<file path="src/rtl/mul_pkg.sv">
// rtl/mul_pkg.sv - shared arithmetic constants for the multiplier datapath
package mul_pkg;

  // Default operand/result width of the carry-save resolve stage.
  localparam int CSA_RESOLVE_WIDTH = 64;

  // Cycles from the accepting edge to a valid result, with no backpressure.
  localparam int CSA_RESOLVE_LAT = 2;

endpackage

</file>
<file path="src/rtl/cpa_slice.sv">
// rtl/cpa_slice.sv - combinational carry-propagate adder slice with carry in/out
module cpa_slice #(
  parameter int W = 32
) (
  input  logic [W-1:0] a,
  input  logic [W-1:0] b,
  input  logic         cin,
  output logic [W-1:0] s,
  output logic         cout
);

  logic [W:0] total;

  // Widen by one bit so the carry out falls into the top bit.
  assign total = {1'b0, a} + {1'b0, b} + {{W{1'b0}}, cin};
  assign s     = total[W-1:0];
  assign cout  = total[W];

endmodule

</file>
<file path="src/rtl/csa_resolve_stage.sv">
// rtl/csa_resolve_stage.sv - two-stage carry-save to binary resolver (optional CSA_RESOLVE_COUT_EN adds cout)
module csa_resolve_stage
  import mul_pkg::*;
#(
  parameter int WIDTH = CSA_RESOLVE_WIDTH
) (
  input  logic             clk,
  input  logic             rst,
  input  logic             in_valid,
  output logic             in_ready,
  input  logic [WIDTH-1:0] sum_in,
  input  logic [WIDTH-1:0] carry_in,
  output logic             out_valid,
  input  logic             out_ready,
  output logic [WIDTH-1:0] result
`ifdef CSA_RESOLVE_COUT_EN
  ,
  output logic             cout
`endif
);

  localparam int HALF = WIDTH / 2;

  // The carry vector's bit i weighs 2^(i+1); shifting at full width drops its MSB.
  logic [WIDTH-1:0] carry_sh;
  assign carry_sh = carry_in << 1;

  // Stage 1 state: low half result, its carry out, and the raw high halves.
  logic            s1_valid_q, s1_valid_d;
  logic [HALF-1:0] lo_q,       lo_d;
  logic            c_q,        c_d;
  logic [HALF-1:0] a_hi_q,     a_hi_d;
  logic [HALF-1:0] b_hi_q,     b_hi_d;

  // Stage 2 state: the full resolved value.
  logic             out_valid_q, out_valid_d;
  logic [WIDTH-1:0] result_q,    result_d;

  logic [HALF-1:0] lo_sum;
  logic            lo_cout;
  logic [HALF-1:0] hi_sum;
  logic            hi_cout;

  logic s2_can_load;
  logic s1_advance;
  logic accept;

  cpa_slice #(.W(HALF)) u_lo_add (
    .a    (sum_in[HALF-1:0]),
    .b    (carry_sh[HALF-1:0]),
    .cin  (1'b0),
    .s    (lo_sum),
    .cout (lo_cout)
  );

  cpa_slice #(.W(HALF)) u_hi_add (
    .a    (a_hi_q),
    .b    (b_hi_q),
    .cin  (c_q),
    .s    (hi_sum),
    .cout (hi_cout)
  );

  assign s2_can_load = !out_valid_q || out_ready;
  assign in_ready    = !s1_valid_q || s2_can_load;
  assign s1_advance  = s1_valid_q && s2_can_load;
  assign accept      = in_valid && in_ready;

  // Stage 1 loads only on a handshake; otherwise it holds, emptying only when it advances.
  always_comb begin
    s1_valid_d = s1_valid_q;
    lo_d       = lo_q;
    c_d        = c_q;
    a_hi_d     = a_hi_q;
    b_hi_d     = b_hi_q;
    if (accept) begin
      s1_valid_d = 1'b1;
      lo_d       = lo_sum;
      c_d        = lo_cout;
      a_hi_d     = sum_in[WIDTH-1:HALF];
      b_hi_d     = carry_sh[WIDTH-1:HALF];
    end else if (s1_advance) begin
      s1_valid_d = 1'b0;
    end
  end

  // Stage 2 takes stage 1 whenever it is free or draining this cycle, else holds its result.
  always_comb begin
    out_valid_d = out_valid_q;
    result_d    = result_q;
    if (s1_advance) begin
      out_valid_d = 1'b1;
      result_d    = {hi_sum, lo_q};
    end else if (out_valid_q && out_ready) begin
      out_valid_d = 1'b0;
    end
  end

  // Pipeline registers; reset discards anything in flight.
  always_ff @(posedge clk or posedge rst) begin
    if (rst) begin
      s1_valid_q  <= 1'b0;
      lo_q        <= '0;
      c_q         <= 1'b0;
      a_hi_q      <= '0;
      b_hi_q      <= '0;
      out_valid_q <= 1'b0;
      result_q    <= '0;
    end else begin
      s1_valid_q  <= s1_valid_d;
      lo_q        <= lo_d;
      c_q         <= c_d;
      a_hi_q      <= a_hi_d;
      b_hi_q      <= b_hi_d;
      out_valid_q <= out_valid_d;
      result_q    <= result_d;
    end
  end

  assign out_valid = out_valid_q;
  assign result    = result_q;

`ifdef CSA_RESOLVE_COUT_EN
  logic cout_q, cout_d;

  // The final carry out travels with the result it belongs to.
  always_comb begin
    cout_d = cout_q;
    if (s1_advance) begin
      cout_d = hi_cout;
    end
  end

  // Carry-out register, cleared with the rest of stage 2.
  always_ff @(posedge clk or posedge rst) begin
    if (rst) begin
      cout_q <= 1'b0;
    end else begin
      cout_q <= cout_d;
    end
  end

  assign cout = cout_q;
`else
  logic unused_hi_cout;
  assign unused_hi_cout = hi_cout;
`endif

endmodule

</file>
<file path="config.mk">
export PLATFORM = sky130hd
export DESIGN_NAME = csa_resolve_stage
export DESIGN_NICKNAME = d
export VERILOG_FILES = /design/src/rtl/mul_pkg.sv /design/src/rtl/cpa_slice.sv /design/src/rtl/csa_resolve_stage.sv
export SDC_FILE = /design/constraint.sdc
export NUM_CORES = 1
export LEC_CHECK = 0
export ABC_CLOCK_PERIOD_IN_PS = 6170
export CAP_MARGIN = 0
export CORE_MARGIN = 3
export CORE_UTILIZATION = 47
export DETAILED_ROUTE_END_ITERATION = 7
export HOLD_SLACK_MARGIN = 0.1
export PLACE_DENSITY = 0.86
export SLEW_MARGIN = 15
export SYNTH_ARGS = -nofsm -noshare
export SYNTH_HDL_FRONTEND = slang
export SYNTH_SLANG_ARGS = --single-unit
</file>
<file path="constraint.sdc">
create_clock -name clk -period 6.17 [get_ports clk]
set_input_delay 1.5425 -clock clk [delete_from_list [all_inputs] [get_ports clk]]
set_output_delay 1.5425 -clock clk [all_outputs]
set_load 0.1 [all_outputs]
</file>
==> impl_metrics.py <==
metrics = {
    "synthesis": {
        "synth_edf_count": 0,
        "synth.area.mux_share_pct": 8.453,
        "avgSynthCellArea_um2": 9.701,
        "synth-main-ff-cell": "dfrtp_1",
        "async_reset_ff_share_pct": 100.0,
        "synth_seq_cells": 163,
        "netlist.area_leader.share_pct": 44.44,
        "yosysSeqAreaShare_pct": 44.44,
        "synthSimpleGateAreaFrac_pct": 14.33,
        "synth_area_leaders": "dfrtp_1 (44%), ha_1 (8.3%), mux2_2 (8.2%)",
        "synth_top_family_by_area": "compound AO/OA/AOI/OAI gates",
        "yosysTopAreaCell": "dfrtp_1",
        "synth.cell_area_um2": 9178,
        "synth_compound_area_share_pct": 16.28,
        "synth_fa_ha_area_share_pct": 8.971,
        "syn_nets": 1142,
        "synth_warnings": 0,
        "synthXorXnorAreaFrac_pct": 5.058,
        "synth_cell_type_count": 60,
        "synth_cells": 946,
    },
    "cts": {
        "cts.sinks": 163,
        "cts_tree": "done",
        "clk_latency_ns": 0.42,
        "ctsResizeCount": 0,
        "cts_buffers": 17,
        "cts-root-buf": "clkbuf_16",
        "clockBufferDepth": 2,
        "cts_setup_buffers": 0,
        "h-tree-depth": 4,
        "clk_pin_slew_ns": 0.06,
        "holdBufCountCts": 0,
    },
    "setup_path": {
        "arrival_ns": 2.67,
        "cp.required_ns": 4.63,
        "slowest_stage": "clkdlybuf4s50_1",
        "r2r_end": "result[56]$_DFFE_PP0P_",
        "critical_path.max_stage_delay_ns": 0.50,
        "critical_path_class": "in2out",
        "r2r_start": "c_q$_DFFE_PP0P_",
        "start_kind": "input pin",
        "critPathCaptureType": "output pin",
        "r2r_slack_ns": 2.46,
        "path_cells": "clkdlybuf4s50_1, nand3b_1, buf_4",
        "cp_top_family": "buffers and inverters",
        "r2r_cells": 11,
        "cp_max_fo": 4,
        "cp.depth": 3,
        "cp_num_buf_inv": 2,
    },
    "cells_and_area": {
        "multi_input_area_um2": 4887,
        "area_growth_pct": 30.09,
        "diodes": 0,
        "final_cell_mix": "clkdlybuf4s50_1 (195), nand2_1 (186), dfrtp_1 (163)",
        "nets": 1315,
        "drive_gt1_share_pct": 9.982,
        "fill_cells": 1546,
        "mostFrequentLayoutCell": "clkdlybuf4s50_1",
        "regArea_um2": 4079,
    },
    "hold_path": {
        "hold_end": "result[29]$_DFFE_PP0P_",
        "hp-start": "lo_q[29]$_DFFE_PP0P_",
        "min_path_cells": 2,
        "holdCritPathClass": "reg2reg",
    },
    "die": {
        "core-area_um2": 18960,
        "io_pins": 198,
        "initial_core_util_pct": 48.42,
        "rows": 50,
        "chipWidth_um": 145.7,
        "die_area_um2": 21240,
        "die_h_um": 145.7,
    },
    "global_routing": {
        "grt-ovfl-total": 0,
        "first_global_vias": 7653,
        "antenna_found_initial": 0,
        "grt_start_max_net_pins": 98,
        "grt_use_total_pct": 21.10,
        "grt_pass1_wl_um": 37160,
    },
    "timing": {
        "drv_slew": 0,
        "report.final.setup_viol": 0,
        "fin_tns_setup_ns": 0,
        "min_period_over_period_pct": 68.22,
        "whs_ns": 0.4638,
        "rsz0062_at_grt": "false",
        "tightestPinTransition_ns": 1.099,
        "clock_skew_ns": 0.01119,
        "period_needed_ns": 4.209,
        "finalHoldViolCount": 0,
        "fmax_ghz": 0.2376,
        "relSlewSlack_pct": 26.71,
    },
    "power_and_ir_drop": {
        "power_switching_uw": 2463,
        "leakagePower_uw": 0.005297,
        "p_sw_share_pct": 47.36,
        "seqPwrFrac_pct": 28.9,
        "clkPwrFrac_pct": 20.5,
        "p_per_area_nw_per_um2": 435.7,
        "p_int_uw": 2738,
        "vdd_drop_max_mv": 0.2022,
        "p_comb_share_pct": 50.7,
    },
    "detailed_routing": {
        "remaining_drc_errors": 0,
        "wl_per_cell_um": 16.02,
        "vias": 7597,
        "ant_nets": 0,
        "drt-initial-drc-count": 313,
        "vias_per_cell": 5.458,
        "drt-pass1-iter-count": 4,
        "wl_um": 22310,
    },
    "run_status": {
        "status": "finished clean",
    },
    "flow_run": {
        "maxCapViolCount": 0,
    },
    "placed_design": {
        "place_congestion": 0.9055,
        "port_buffers": 196,
        "detailed_place_hpwl_um": 16430,
    },
}
==> cells in the mapped netlist (7+ instances only) <==
master	number
dfrtp_1	163
xnor2_1	31
o21bai_1	7
a211oi_1	12
inv_1	12
buf_1	9
xor2_1	22
nand3_1	18
nand4_1	9
o21a_1	7
o21ai_0	80
ha_1	61
a21o_1	37
a31oi_1	10
mux2_2	67
nor2_1	30
clkbuf_1	38
a21oi_1	57
nor3_1	8
nand2_1	188
==> sequential cells by signal (all words and copies together), names as in the netlist <==
signal and cells:
result 64, a_hi_q 32, b_hi_q 32, lo_q 32, c_q 1, out_valid 1, s1_valid_q 1
==> layout make-up <==
type,instances,share of cell area [%]
clock buffers,20,3.658
well taps,260,2.725
repair buffers,202,16.79
clock inverters,12,1.310
multi-input cells,723,40.93
flip-flops and latches,163,34.16
inverters,12,0.4192
==> logic make-up (layout without fill, tap and decap cells) <==
kind of cell             after synthesis  after routing
AO/OA/AOI/OAI                        241            241
adder cells (fa/ha/maj)               64             64
XOR/XNOR                              53             53
AND/OR/NAND/NOR                      296            296
flip-flops                           163            163
multiplexers                          69             69
buffers and inverters                 60            246
==> per-layer routing <==
metal | up-vias | wire [um] | GRT usage [%]
met5 | - | 0 | 0
met4 | 0 | 387 | 6.363
met3 | 39 | 1428 | 5.419
met2 | 230 | 10990 | 36.40
met1 | 3640 | 9501 | 26.11
li1 | 3688 | - | -
==> worst max-delay path by stage <==
stage	slack [ns]	end	startpoint
floorplan	0.22	a_hi_q[0]$_DFFE_PP0P_	rst
global placement	1.81	lo_q[29]$_DFFE_PP0P_	sum_in[1]
detailed placement	1.74	lo_q[29]$_DFFE_PP0P_	sum_in[1]
CTS	1.98	in_ready	out_ready
global route	1.96	in_ready	out_ready
finish	1.96	in_ready	out_ready
==> power groups by stage <==
stage	clock [uW]	sequential [uW]	combinational, uW
global placement	0	1510	2580
detailed placement	0	1520	2630
finish	1070	1500	2630
CTS	1080	1500	2640
floorplan	0	2640	820
global route	1140	1530	2780
==> metrics by stage <==
stage | utilization, % | instances | setup WS, ns | total power [uW] | instance area, um^2
after floorplan | - | 946 | 0.2225 | 3462 | 9178
after global placement | 59.85 | 1360 | 1.805 | 4087 | 11350
after detailed placement | 59.85 | 1360 | 1.743 | 4144 | 11350
after CTS | 62.98 | 1392 | 1.985 | 5225 | 11940
after global routing | 62.98 | 1392 | 1.965 | 5454 | 11940
final | 62.98 | 1392 | 1.961 | 5201 | 11940
==> worst register-to-register path: cells and delay by family, from the launching register on <==
family	cells	cell delay (ns)
AO/OA/AOI/OAI	7	1.76
XOR/XNOR	1	0.20
adder cells (fa/ha/maj)	2	0.99
buffers and inverters	1	0.18
flip-flops	1	0.42
(Power assumes the default switching activity.)
